**config.mk**
```make
export PLATFORM = sky130hd
export DESIGN_NAME = ysyx_23060184_ifetch_axi_flat
export DESIGN_NICKNAME = d
export VERILOG_FILES = /design/src/rtl/ysyx_23060184_ifetch_axi_if.sv /design/src/rtl/ysyx_23060184_ifetch_axi.sv /design/src/flat_wrapper.sv
export SDC_FILE = /design/constraint.sdc
export NUM_CORES = 1
export LEC_CHECK = 0
export CAP_MARGIN = 20
export CORE_MARGIN = 8
export CORE_UTILIZATION = 30
export DETAILED_ROUTE_END_ITERATION = 6
export HOLD_SLACK_MARGIN = 0.1
export PLACE_DENSITY = 0.58
export SYNTH_ARGS = -nofsm -noshare
export SYNTH_HDL_FRONTEND = slang
export SYNTH_SLANG_ARGS = --single-unit
```
**constraint.sdc**
```tcl
create_clock -name clk -period 5.9 [get_ports clk]
set_input_delay 1.475 -clock clk [delete_from_list [all_inputs] [get_ports clk]]
set_output_delay 1.475 -clock clk [all_outputs]
set_load 0.005 [all_outputs]
```
**src/rtl/ysyx_23060184_ifetch_axi_if.sv**
```systemverilog
// AXI4 read-address/read-data bus plus arbiter request/grant, as seen by the
// instruction-fetch master.
interface ysyx_23060184_ifetch_axi_if #(
   parameter int unsigned DATA_WIDTH = 32,
   parameter int unsigned ADDR_WIDTH = 32,
   parameter int unsigned ID_WIDTH   = 4
);
   logic                  grant;
   logic                  irequest;
   logic [ADDR_WIDTH-1:0] araddr;
   logic                  arvalid;
   logic                  arready;
   logic [ID_WIDTH-1:0]   arid;
   logic [7:0]            arlen;
   logic [2:0]            arsize;
   logic [1:0]            arburst;
   logic [DATA_WIDTH-1:0] rdata;
   logic [1:0]            rresp;
   logic                  rvalid;
   logic                  rlast;
   logic                  rready;

   modport master (
      input  grant, arready, rdata, rresp, rvalid, rlast,
      output irequest, araddr, arvalid, arid, arlen, arsize, arburst, rready
   );

   modport slave (
      output grant, arready, rdata, rresp, rvalid, rlast,
      input  irequest, araddr, arvalid, arid, arlen, arsize, arburst, rready
   );
endinterface

```
**src/rtl/ysyx_23060184_ifetch_axi.sv**
```systemverilog
// Instruction fetch unit: one-line fetch buffer refilled by AXI4 INCR bursts,
// with redirect flush (draining any started burst), fence.i invalidate and fault reporting.
module ysyx_23060184_ifetch_axi #(
   parameter int unsigned DATA_WIDTH = 32,
   parameter int unsigned ADDR_WIDTH = 32,
   parameter int unsigned ID_WIDTH   = 4,
   parameter int unsigned FETCH_ID   = 0,
   parameter int unsigned BURST_LEN  = 4
) (
   input  logic                  clk,
   input  logic                  resetn,
   input  logic [ADDR_WIDTH-1:0] pc,
   input  logic                  pc_valid,
   output logic                  pc_ready,
   output logic [DATA_WIDTH-1:0] inst,
   output logic                  inst_valid,
   input  logic                  inst_ready,
   output logic                  inst_fault,
   input  logic                  flush,
   input  logic                  invalidate,
   ysyx_23060184_ifetch_axi_if.master bus
);

   localparam int unsigned OFF   = $clog2(BURST_LEN) + 2;
   localparam int unsigned IDX_W = (BURST_LEN > 1) ? $clog2(BURST_LEN) : 1;
   localparam int unsigned TAG_W = ADDR_WIDTH - OFF;
   localparam logic [IDX_W-1:0] IDX_MASK = IDX_W'(BURST_LEN - 1);

   typedef enum logic [2:0] {StIdle, StReq, StData, StResp, StDrain} state_e;

   state_e                state_q;
   logic [DATA_WIDTH-1:0] line_q [BURST_LEN];
   logic [TAG_W-1:0]      tag_q;
   logic                  line_valid_q;
   logic [IDX_W-1:0]      beat_q;
   logic [IDX_W-1:0]      idx_q;
   logic                  err_q;
   logic                  flush_pend_q;

   logic                  pc_ready_q;
   logic                  inst_valid_q;
   logic                  inst_fault_q;
   logic [DATA_WIDTH-1:0] inst_q;
   logic                  irequest_q;
   logic                  arvalid_q;
   logic                  rready_q;
   logic [ADDR_WIDTH-1:0] araddr_q;

   logic [TAG_W-1:0] pc_tag;
   logic [IDX_W-1:0] pc_idx;
   logic             pc_hit;
   logic             ar_fire;
   logic             beat_fire;
   logic             beat_err;
   logic             unused_pc;

   assign pc_tag    = pc[ADDR_WIDTH-1:OFF];
   assign pc_idx    = pc[IDX_W+1:2] & IDX_MASK;
   assign unused_pc = ^pc[1:0];
   // A same-cycle invalidate wins over a hit.
   assign pc_hit    = line_valid_q && !invalidate && (pc_tag == tag_q);
   assign ar_fire   = bus.grant && arvalid_q && bus.arready;
   assign beat_fire = bus.grant && bus.rvalid && rready_q;
   assign beat_err  = bus.rresp != 2'b00;

   assign pc_ready     = pc_ready_q;
   assign inst         = inst_q;
   assign inst_valid   = inst_valid_q;
   assign inst_fault   = inst_fault_q;
   assign bus.irequest = irequest_q;
   assign bus.araddr   = araddr_q;
   assign bus.arvalid  = arvalid_q;
   assign bus.rready   = rready_q;
   assign bus.arid     = ID_WIDTH'(FETCH_ID);
   assign bus.arlen    = 8'(BURST_LEN - 1);
   assign bus.arsize   = 3'b010;
   assign bus.arburst  = 2'b01;

   always_ff @(posedge clk) begin
      if (resetn && state_q == StData && beat_fire) begin
         line_q[beat_q] <= bus.rdata;
      end
   end

   always_ff @(posedge clk) begin
      if (!resetn) begin
         state_q      <= StIdle;
         tag_q        <= '0;
         line_valid_q <= 1'b0;
         beat_q       <= '0;
         idx_q        <= '0;
         err_q        <= 1'b0;
         flush_pend_q <= 1'b0;
         pc_ready_q   <= 1'b1;
         inst_valid_q <= 1'b0;
         inst_fault_q <= 1'b0;
         inst_q       <= '0;
         irequest_q   <= 1'b0;
         arvalid_q    <= 1'b0;
         rready_q     <= 1'b0;
         araddr_q     <= '0;
      end else begin
         unique case (state_q)
            StIdle: begin
               if (pc_valid && !flush) begin
                  idx_q      <= pc_idx;
                  pc_ready_q <= 1'b0;
                  if (pc_hit) begin
                     inst_q       <= line_q[pc_idx];
                     inst_valid_q <= 1'b1;
                     inst_fault_q <= 1'b0;
                     state_q      <= StResp;
                  end else begin
                     araddr_q   <= {pc_tag, {OFF{1'b0}}};
                     arvalid_q  <= 1'b1;
                     irequest_q <= 1'b1;
                     state_q    <= StReq;
                  end
               end
            end
            StReq: begin
               // AR cannot be withdrawn once offered; a flush here only redirects to drain.
               if (ar_fire) begin
                  arvalid_q    <= 1'b0;
                  rready_q     <= 1'b1;
                  line_valid_q <= 1'b0;
                  tag_q        <= araddr_q[ADDR_WIDTH-1:OFF];
                  beat_q       <= '0;
                  err_q        <= 1'b0;
                  flush_pend_q <= 1'b0;
                  state_q      <= (flush || flush_pend_q) ? StDrain : StData;
               end else if (flush) begin
                  flush_pend_q <= 1'b1;
               end
            end
            StData: begin
               if (beat_fire) begin
                  if (beat_q == idx_q) inst_q <= bus.rdata;
                  beat_q <= (beat_q + 1'b1) & IDX_MASK;
                  if (beat_err) err_q <= 1'b1;
               end
               if (beat_fire && bus.rlast) begin
                  beat_q     <= '0;
                  rready_q   <= 1'b0;
                  irequest_q <= 1'b0;
                  if (flush) begin
                     err_q      <= 1'b0;
                     pc_ready_q <= 1'b1;
                     state_q    <= StIdle;
                  end else begin
                     line_valid_q <= !(err_q || beat_err);
                     inst_valid_q <= 1'b1;
                     inst_fault_q <= err_q || beat_err;
                     state_q      <= StResp;
                  end
               end else if (flush) begin
                  err_q   <= 1'b0;
                  beat_q  <= '0;
                  state_q <= StDrain;
               end
            end
            StResp: begin
               if (flush || inst_ready) begin
                  inst_valid_q <= 1'b0;
                  inst_fault_q <= 1'b0;
                  err_q        <= 1'b0;
                  pc_ready_q   <= 1'b1;
                  state_q      <= StIdle;
               end
            end
            StDrain: begin
               if (beat_fire && bus.rlast) begin
                  rready_q   <= 1'b0;
                  irequest_q <= 1'b0;
                  pc_ready_q <= 1'b1;
                  state_q    <= StIdle;
               end
            end
            default: state_q <= StIdle;
         endcase
         if (invalidate) line_valid_q <= 1'b0;
      end
   end

endmodule
```
**src/flat_wrapper.sv**
```systemverilog
// flat-port wrapper written by rule: the top's interface ports become plain ports
module ysyx_23060184_ifetch_axi_flat 
#(
   parameter int unsigned DATA_WIDTH = 32,
   parameter int unsigned ADDR_WIDTH = 32,
   parameter int unsigned ID_WIDTH   = 4,
   parameter int unsigned FETCH_ID   = 0,
   parameter int unsigned BURST_LEN  = 4
)
  (clk, resetn, pc, pc_valid, pc_ready, inst, inst_valid, inst_ready, inst_fault, flush, invalidate, bus_grant, bus_arready, bus_rdata, bus_rresp, bus_rvalid, bus_rlast, bus_irequest, bus_araddr, bus_arvalid, bus_arid, bus_arlen, bus_arsize, bus_arburst, bus_rready);
  ysyx_23060184_ifetch_axi_if #(.DATA_WIDTH(DATA_WIDTH), .ADDR_WIDTH(ADDR_WIDTH), .ID_WIDTH(ID_WIDTH)) bus_i ();
  input  logic clk;
  input  logic resetn;
  input  logic [ADDR_WIDTH-1:0] pc;
  input  logic pc_valid;
  output logic pc_ready;
  output logic [DATA_WIDTH-1:0] inst;
  output logic inst_valid;
  input  logic inst_ready;
  output logic inst_fault;
  input  logic flush;
  input  logic invalidate;
  input wire logic [$bits(bus_i.grant)-1:0] bus_grant;
  input wire logic [$bits(bus_i.arready)-1:0] bus_arready;
  input wire logic [$bits(bus_i.rdata)-1:0] bus_rdata;
  input wire logic [$bits(bus_i.rresp)-1:0] bus_rresp;
  input wire logic [$bits(bus_i.rvalid)-1:0] bus_rvalid;
  input wire logic [$bits(bus_i.rlast)-1:0] bus_rlast;
  output wire logic [$bits(bus_i.irequest)-1:0] bus_irequest;
  output wire logic [$bits(bus_i.araddr)-1:0] bus_araddr;
  output wire logic [$bits(bus_i.arvalid)-1:0] bus_arvalid;
  output wire logic [$bits(bus_i.arid)-1:0] bus_arid;
  output wire logic [$bits(bus_i.arlen)-1:0] bus_arlen;
  output wire logic [$bits(bus_i.arsize)-1:0] bus_arsize;
  output wire logic [$bits(bus_i.arburst)-1:0] bus_arburst;
  output wire logic [$bits(bus_i.rready)-1:0] bus_rready;
  assign bus_i.grant = bus_grant;
  assign bus_i.arready = bus_arready;
  assign bus_i.rdata = bus_rdata;
  assign bus_i.rresp = bus_rresp;
  assign bus_i.rvalid = bus_rvalid;
  assign bus_i.rlast = bus_rlast;
  assign bus_irequest = bus_i.irequest;
  assign bus_araddr = bus_i.araddr;
  assign bus_arvalid = bus_i.arvalid;
  assign bus_arid = bus_i.arid;
  assign bus_arlen = bus_i.arlen;
  assign bus_arsize = bus_i.arsize;
  assign bus_arburst = bus_i.arburst;
  assign bus_rready = bus_i.rready;
  ysyx_23060184_ifetch_axi #(.DATA_WIDTH(DATA_WIDTH), .ADDR_WIDTH(ADDR_WIDTH), .ID_WIDTH(ID_WIDTH), .FETCH_ID(FETCH_ID), .BURST_LEN(BURST_LEN)) u_core (.clk(clk), .resetn(resetn), .pc(pc), .pc_valid(pc_valid), .pc_ready(pc_ready), .inst(inst), .inst_valid(inst_valid), .inst_ready(inst_ready), .inst_fault(inst_fault), .flush(flush), .invalidate(invalidate), .bus(bus_i));
endmodule
```
; ---- Yosys cells after proc, flatten, opt, wreduce, memory -nomap -nowiden
; Memories as Yosys holds them, arrays and structs flattened.
; Cells that the tools add are included.
[classes]
addsub = 1
eq_ne = 22
n_mux = 55
bitwise = 2
reduce_logical = 43
[ops]
columns = operator, n
row1 = 32-bit 2-to-1 mux, 4
row2 = 32-bit case mux with 2 select lines, 1
row3 = 28-bit equality test, 1
row4 = 1-bit 2-to-1 mux, 27
row5 = 3-bit 2-to-1 mux, 7
row6 = 3-bit case mux with 5 select lines, 1
row7 = 5-bit AND reduction, 3
row8 = "2-bit by 1-bit inequality test with 1-bit output, second input constant", 7
row9 = 2-bit nonzero test, 7
row10 = 2-bit 2-to-1 mux, 6
row11 = 4-bit AND reduction, 3
row12 = 6-bit AND reduction, 2
row13 = 1-bit logical AND, 10
row14 = "2-bit inequality test, second input constant", 5
row15 = 1-bit case mux with 3 select lines, 3
row16 = 3-bit AND reduction, 3
row17 = 1-bit case mux with 2 select lines, 4
row18 = "3-bit by 2-bit equality test with 1-bit output, second input constant", 2
row19 = "3-bit by 2-bit inequality test with 1-bit output, second input constant", 2
row20 = 2-bit AND reduction, 3
row21 = 3-bit nonzero test, 2
row22 = "4-bit by 3-bit inequality test with 1-bit output, second input constant", 1
row23 = 1-bit case mux with 4 select lines, 1
row24 = 2-bit case mux with 2 select lines, 1
row25 = other kinds (11), 17
[word_totals]
register_bits = 104
ram_bits = 128
in_bits = 76
out_inout_bits = 87
word_cells = 139
mem_count = 1
[memory_table]
columns = memory, words, width, rd, rd_ports_with_merged_regs, write_ports, line_no
row1 = u_core.line_q, 4, 32, 1, 0, 1, ysyx_23060184_ifetch_axi.sv:32  ; logic [DATA_WIDTH-1:0] line_q [BURST_LEN];

; ---- Logic depth before layout (Yosys ltp)
[logic_depth]
depth_word = 6
ltp_mapped = 9
depth_no_buf = 6

; ---- Worst setup path before layout
; No wires, ideal clock.
[synth_timing]
path_kind = input-to-reg
startpoint = input port resetn
endpoint = memory u_core.line_q[0][0], enable pin
setup_time_ps = 392
t_arrival_ps = 2685
t_required_ps = 5508
setup_slack_ps = 2823
stages = 3
path_buffers = 1
cell_sequence = clkbuf_1 and3_1 and2_1
[synth_between]
elab_chain_len = 4
[synth_lines]
columns = element, line_no
row1 = "start, declared", flat_wrapper.sv:13  ; input logic resetn;
row2 = 1-bit logical AND (2 in a row), ysyx_23060184_ifetch_axi.sv:80  ; if (resetn && state_q == StData && beat_fire) begin
row3 = 1-bit 2-to-1 mux, ysyx_23060184_ifetch_axi.sv:80
row4 = 1-bit 2-to-1 mux (implied by the code), ysyx_23060184_ifetch_axi.sv:81  ; line_q[beat_q] <= bus.rdata;
row5 = "end, declared", ysyx_23060184_ifetch_axi.sv:32
; No other way between the ends.

; ---- Final worst setup path
[layout_timing]
startpoint = input port flush
endpoint = register u_core.araddr_q[7] (netlist: u_core.bus.araddr[7])
[layout_between]
elab_chain_len = 3
[layout_lines]
columns = element, line_no
row1 = "start, declared", flat_wrapper.sv:21  ; input logic flush;
row2 = 1-bit zero test, ysyx_23060184_ifetch_axi.sv:105  ; if (pc_valid && !flush) begin
row3 = 1-bit logical AND, ysyx_23060184_ifetch_axi.sv:105
row4 = 3-bit AND reduction (no source line), n/a
row5 = "end signal, assigned", ysyx_23060184_ifetch_axi.sv:114  ; araddr_q <= {pc_tag, {OFF{1'b0}}};
row6 = "end, declared", ysyx_23060184_ifetch_axi.sv:47  ; logic [ADDR_WIDTH-1:0] araddr_q;
; No other way between the ends.
; A chain may end at the register's enable or synchronous reset.

==> results.json <==
{
  "slowest_stage": "clkdlybuf4s50_1",
  "die_w_um": 197,
  "reg2reg_slack_ns": 3.19,
  "path_max_fanout": 17,
  "clock_sinks": 232,
  "synth_top_cell_area_share": 0.389,
  "setup_viol": 0,
  "vias": 6626,
  "drt-initial-drc-count": 296,
  "critPathCaptureType": "flip-flop",
  "io_pins": 163,
  "fp.coreArea_um2": 32500,
  "antenna_found_initial": 4,
  "root_buffer": "clkbuf_16",
  "hpwl_um": 15400,
  "max_freq_mhz": 275,
  "totalWireLength_um": 25200,
  "max_stage_delay_ns": 0.69,
  "synth_area_leader_cell": "edfxtp_1",
  "start_util": 0.304,
  "p_leak_nw": 4.10,
  "clockBufferDepth": 3,
  "cp_data_arrival_time_ns": 4.09,
  "grt_overflow": 0,
  "slew_violations": 0,
  "worstPathRequired_ns": 6.35,
  "tns_ns": 0,
  "ant_nets": 0,
  "cp_cell_sequence": "clkdlybuf4s50_1 -> nand2b_1 -> or2_1 -> nor2b_4 -> buf_4 -> mux2i_1",
  "placementRows": 66,
  "max-vdd-ir-drop_mv": 0.220,
  "grt_pass1_wl_um": 38600,
  "power_density_nw_per_um2": 332,
  "hold_slack_ns": 0.464,
  "hold_class": "reg2reg",
  "cts_hold_buf": 0,
  "die_area_um2": 39000,
  "ys.flop_type": "edfxtp_1",
  "cap_violations": 0,
  "cts_resized": 0,
  "cts_tree": "built",
  "clkLatencyLatePin_ns": 0.55,
  "final.fill_count": 3187,
  "skew_ns": 0.0265,
  "netlist_area_um2": 9880,
  "syn_inst": 856,
  "synth_edf_count": 128,
  "final_nets": 1052,
  "finalPower_mw": 4.11,
  "wl_per_cell_um": 17.6,
  "ys_types": 47,
  "hold_viol": 0,
  "final_cells": 1435,
  "worst_pin_slew_ns": 1.01,
  "synth.yosys.seq_area_share": 0.600,
  "port_buffers": 139,
  "dp_cells": 1386,
  "ys_warn_count": 0,
  "gp_congestion": 0.733,
  "grt_pass1_vias": 6654,
  "synth_area_per_cell_um2": 11.5,
  "yosys-top-cells-area": "edfxtp_1 (39%), dfxtp_1 (21%), mux4_2 (7.3%)",
  "async_flop_share": 0,
  "firstDrtPassIters": 6,
  "critPathTopFamily": "simple AND/OR/NAND/NOR gates",
  "drive_gt1_frac": 0.0988,
  "post_cts_buffers": 0,
  "critPathKind": "in2reg",
  "clk_pin_slew_ns": 0.06,
  "rsz0062_at_grt": "false",
  "worst_setup_path_start_kind": "input port",
  "die_h_um": 197,
  "track_usage": 0.126,
  "avgViaCountPerCell": 4.62,
  "ys_seq_elements": 232,
  "cts_buffers": 26,
  "status": "completed",
  "finalCriticalPeriod_ns": 3.64,
  "drc": 0,
  "slew_headroom": 0.325,
  "grt_max_degree": 103,
  "fin_crit_sh": 0.617,
  "cts_max_level": 1,
  "area_growth_pct": 25.1,
  "critical_path_buf_inv_count": 2
}
==> metrics by stage <==
stage | util | setup WS [ns] | instance area, um2
2_1_floorplan | - | 2.82 | 9950
3_3_place_gp | 0.356 | 1.74 | 11500
3_5_place_dp | 0.356 | 1.71 | 11500
4_1_cts | 0.381 | 2.27 | 12400
5_1_grt | 0.381 | 2.11 | 12400
6_report | 0.381 | 2.26 | 12400
==> final cells by class <==
class | count | area (um2) | area share
antenna | 1 | 2.50 | 0.000202
sequential | 232 | 5930 | 0.479
timing repair buffer | 149 | 1450 | 0.118
clock buffer | 37 | 736 | 0.0595
multi-input combinational | 559 | 3590 | 0.291
inverter | 4 | 15.0 | 0.00121
tap | 442 | 553 | 0.0448
clock inverter | 11 | 78.8 | 0.00638
==> placed cells by master, fill, tap and decap left out, drive strengths merged, types with 2 or more instances in the layout <==
cell type / instances
dfxtp: 104
nor3b: 2
or2: 2
o221a: 2
clkdlybuf4s50: 136
clkbuf: 37
nor4: 3
conb: 21
a21oi: 39
and2: 8
mux4: 32
o21ai: 42
nor2b: 6
xor2: 3
inv: 4
ha: 4
nor2: 48
clkinv: 11
nand3: 37
o2111ai: 2
nand4: 6
edfxtp: 128
or3: 2
nand2b: 3
o21a: 3
a21boi: 31
and3: 3
nor4b: 2
xnor2: 27
mux2i: 32
nand2: 189
buf: 13
==> worst paths after layout <==
| kind | startpoint | to | depth (start not counted) |
|---|---|---|---|
| worst min register to register | u_core.tag_q[25] | u_core.tag_q[25] | 2 |
| worst min-delay path | u_core.tag_q[25] | u_core.tag_q[25] | 2 |
| worst max register to register | u_core.state_q[1] | u_core.line_q[2][22] | 5 |
| worst max-delay path | flush | u_core.bus.araddr[7] | 6 |
==> per-layer routing <==
layer / up-vias / global-route usage / share of wire
li1: 3211 / - / -
met1: 3174 / 0.155 / 0.42
met2: 190 / 0.216 / 0.48
met3: 45 / 0.0334 / 0.078
met4: 6 / 0.0329 / 0.021
met5: - / 0 / 0.0014
==> power breakdown <==
part | leakage (nW) | internal [mW] | total [mW] | switching (mW)
clock | 0.409 | 0.871 | 1.52 | 0.647
combinational | 1.70 | 0.329 | 0.747 | 0.418
sequential | 1.99 | 1.78 | 1.84 | 0.0644
total | 4.10 | 2.98 | 4.11 | 1.13
==> worst min-delay path, stage by stage, from the launching register on <==
cell      delay, ns
dfxtp_1        0.31
nand2_1        0.05
a21boi_1       0.05
==> synthesized netlist by cell type (4+ instances only) <==
cell,n
ha_1,4
buf_2,8
a21oi_1,39
and2_1,8
mux4_2,32
dfxtp_1,104
nor2_1,48
nand4_1,6
inv_1,4
o21ai_0,9
xnor2_1,27
a21boi_0,20
nand3_1,37
nand2_1,189
edfxtp_1,128
clkbuf_1,42
o21ai_1,33
buf_6,6
buf_4,24
a21boi_1,11
nor2b_1,6
mux2i_1,32
==> flip-flops by register name, summed over array words and instances (netlist names) <==
| name | count |
|---|---|
| u_core.flush_pend_q | 1 |
| u_core.state_q | 3 |
| u_core.idx_q | 2 |
| u_core.inst_valid | 1 |
| u_core.inst_fault | 1 |
| u_core.tag_q | 28 |
| u_core.bus.irequest | 1 |
| u_core.pc_ready | 1 |
| u_core.bus.araddr | 28 |
| u_core.err_q | 1 |
| u_core.inst | 32 |
| u_core.line_valid_q | 1 |
| u_core.bus.rready | 1 |
| u_core.line_q | 128 |
| u_core.bus.arvalid | 1 |
| u_core.beat_q | 2 |
==> cells by family (layout without fill, tap and decap cells) <==
kind of cell | count (synthesis) | count (layout) | share of synthesized area
and+or+nand+nor | 314 | 314 | 0.137
DFF | 232 | 232 | 0.600
AOI/OAI and AO/OA | 126 | 126 | 0.0786
buffers and inverters | 84 | 201 | 0.0466
muxes | 64 | 64 | 0.105
xor gates and xnor gates | 30 | 30 | 0.0266
adders and majority gates | 4 | 4 | 0.00507
other | 2 | 22 | 0.000760
Power figures use the tool's default switching activity.
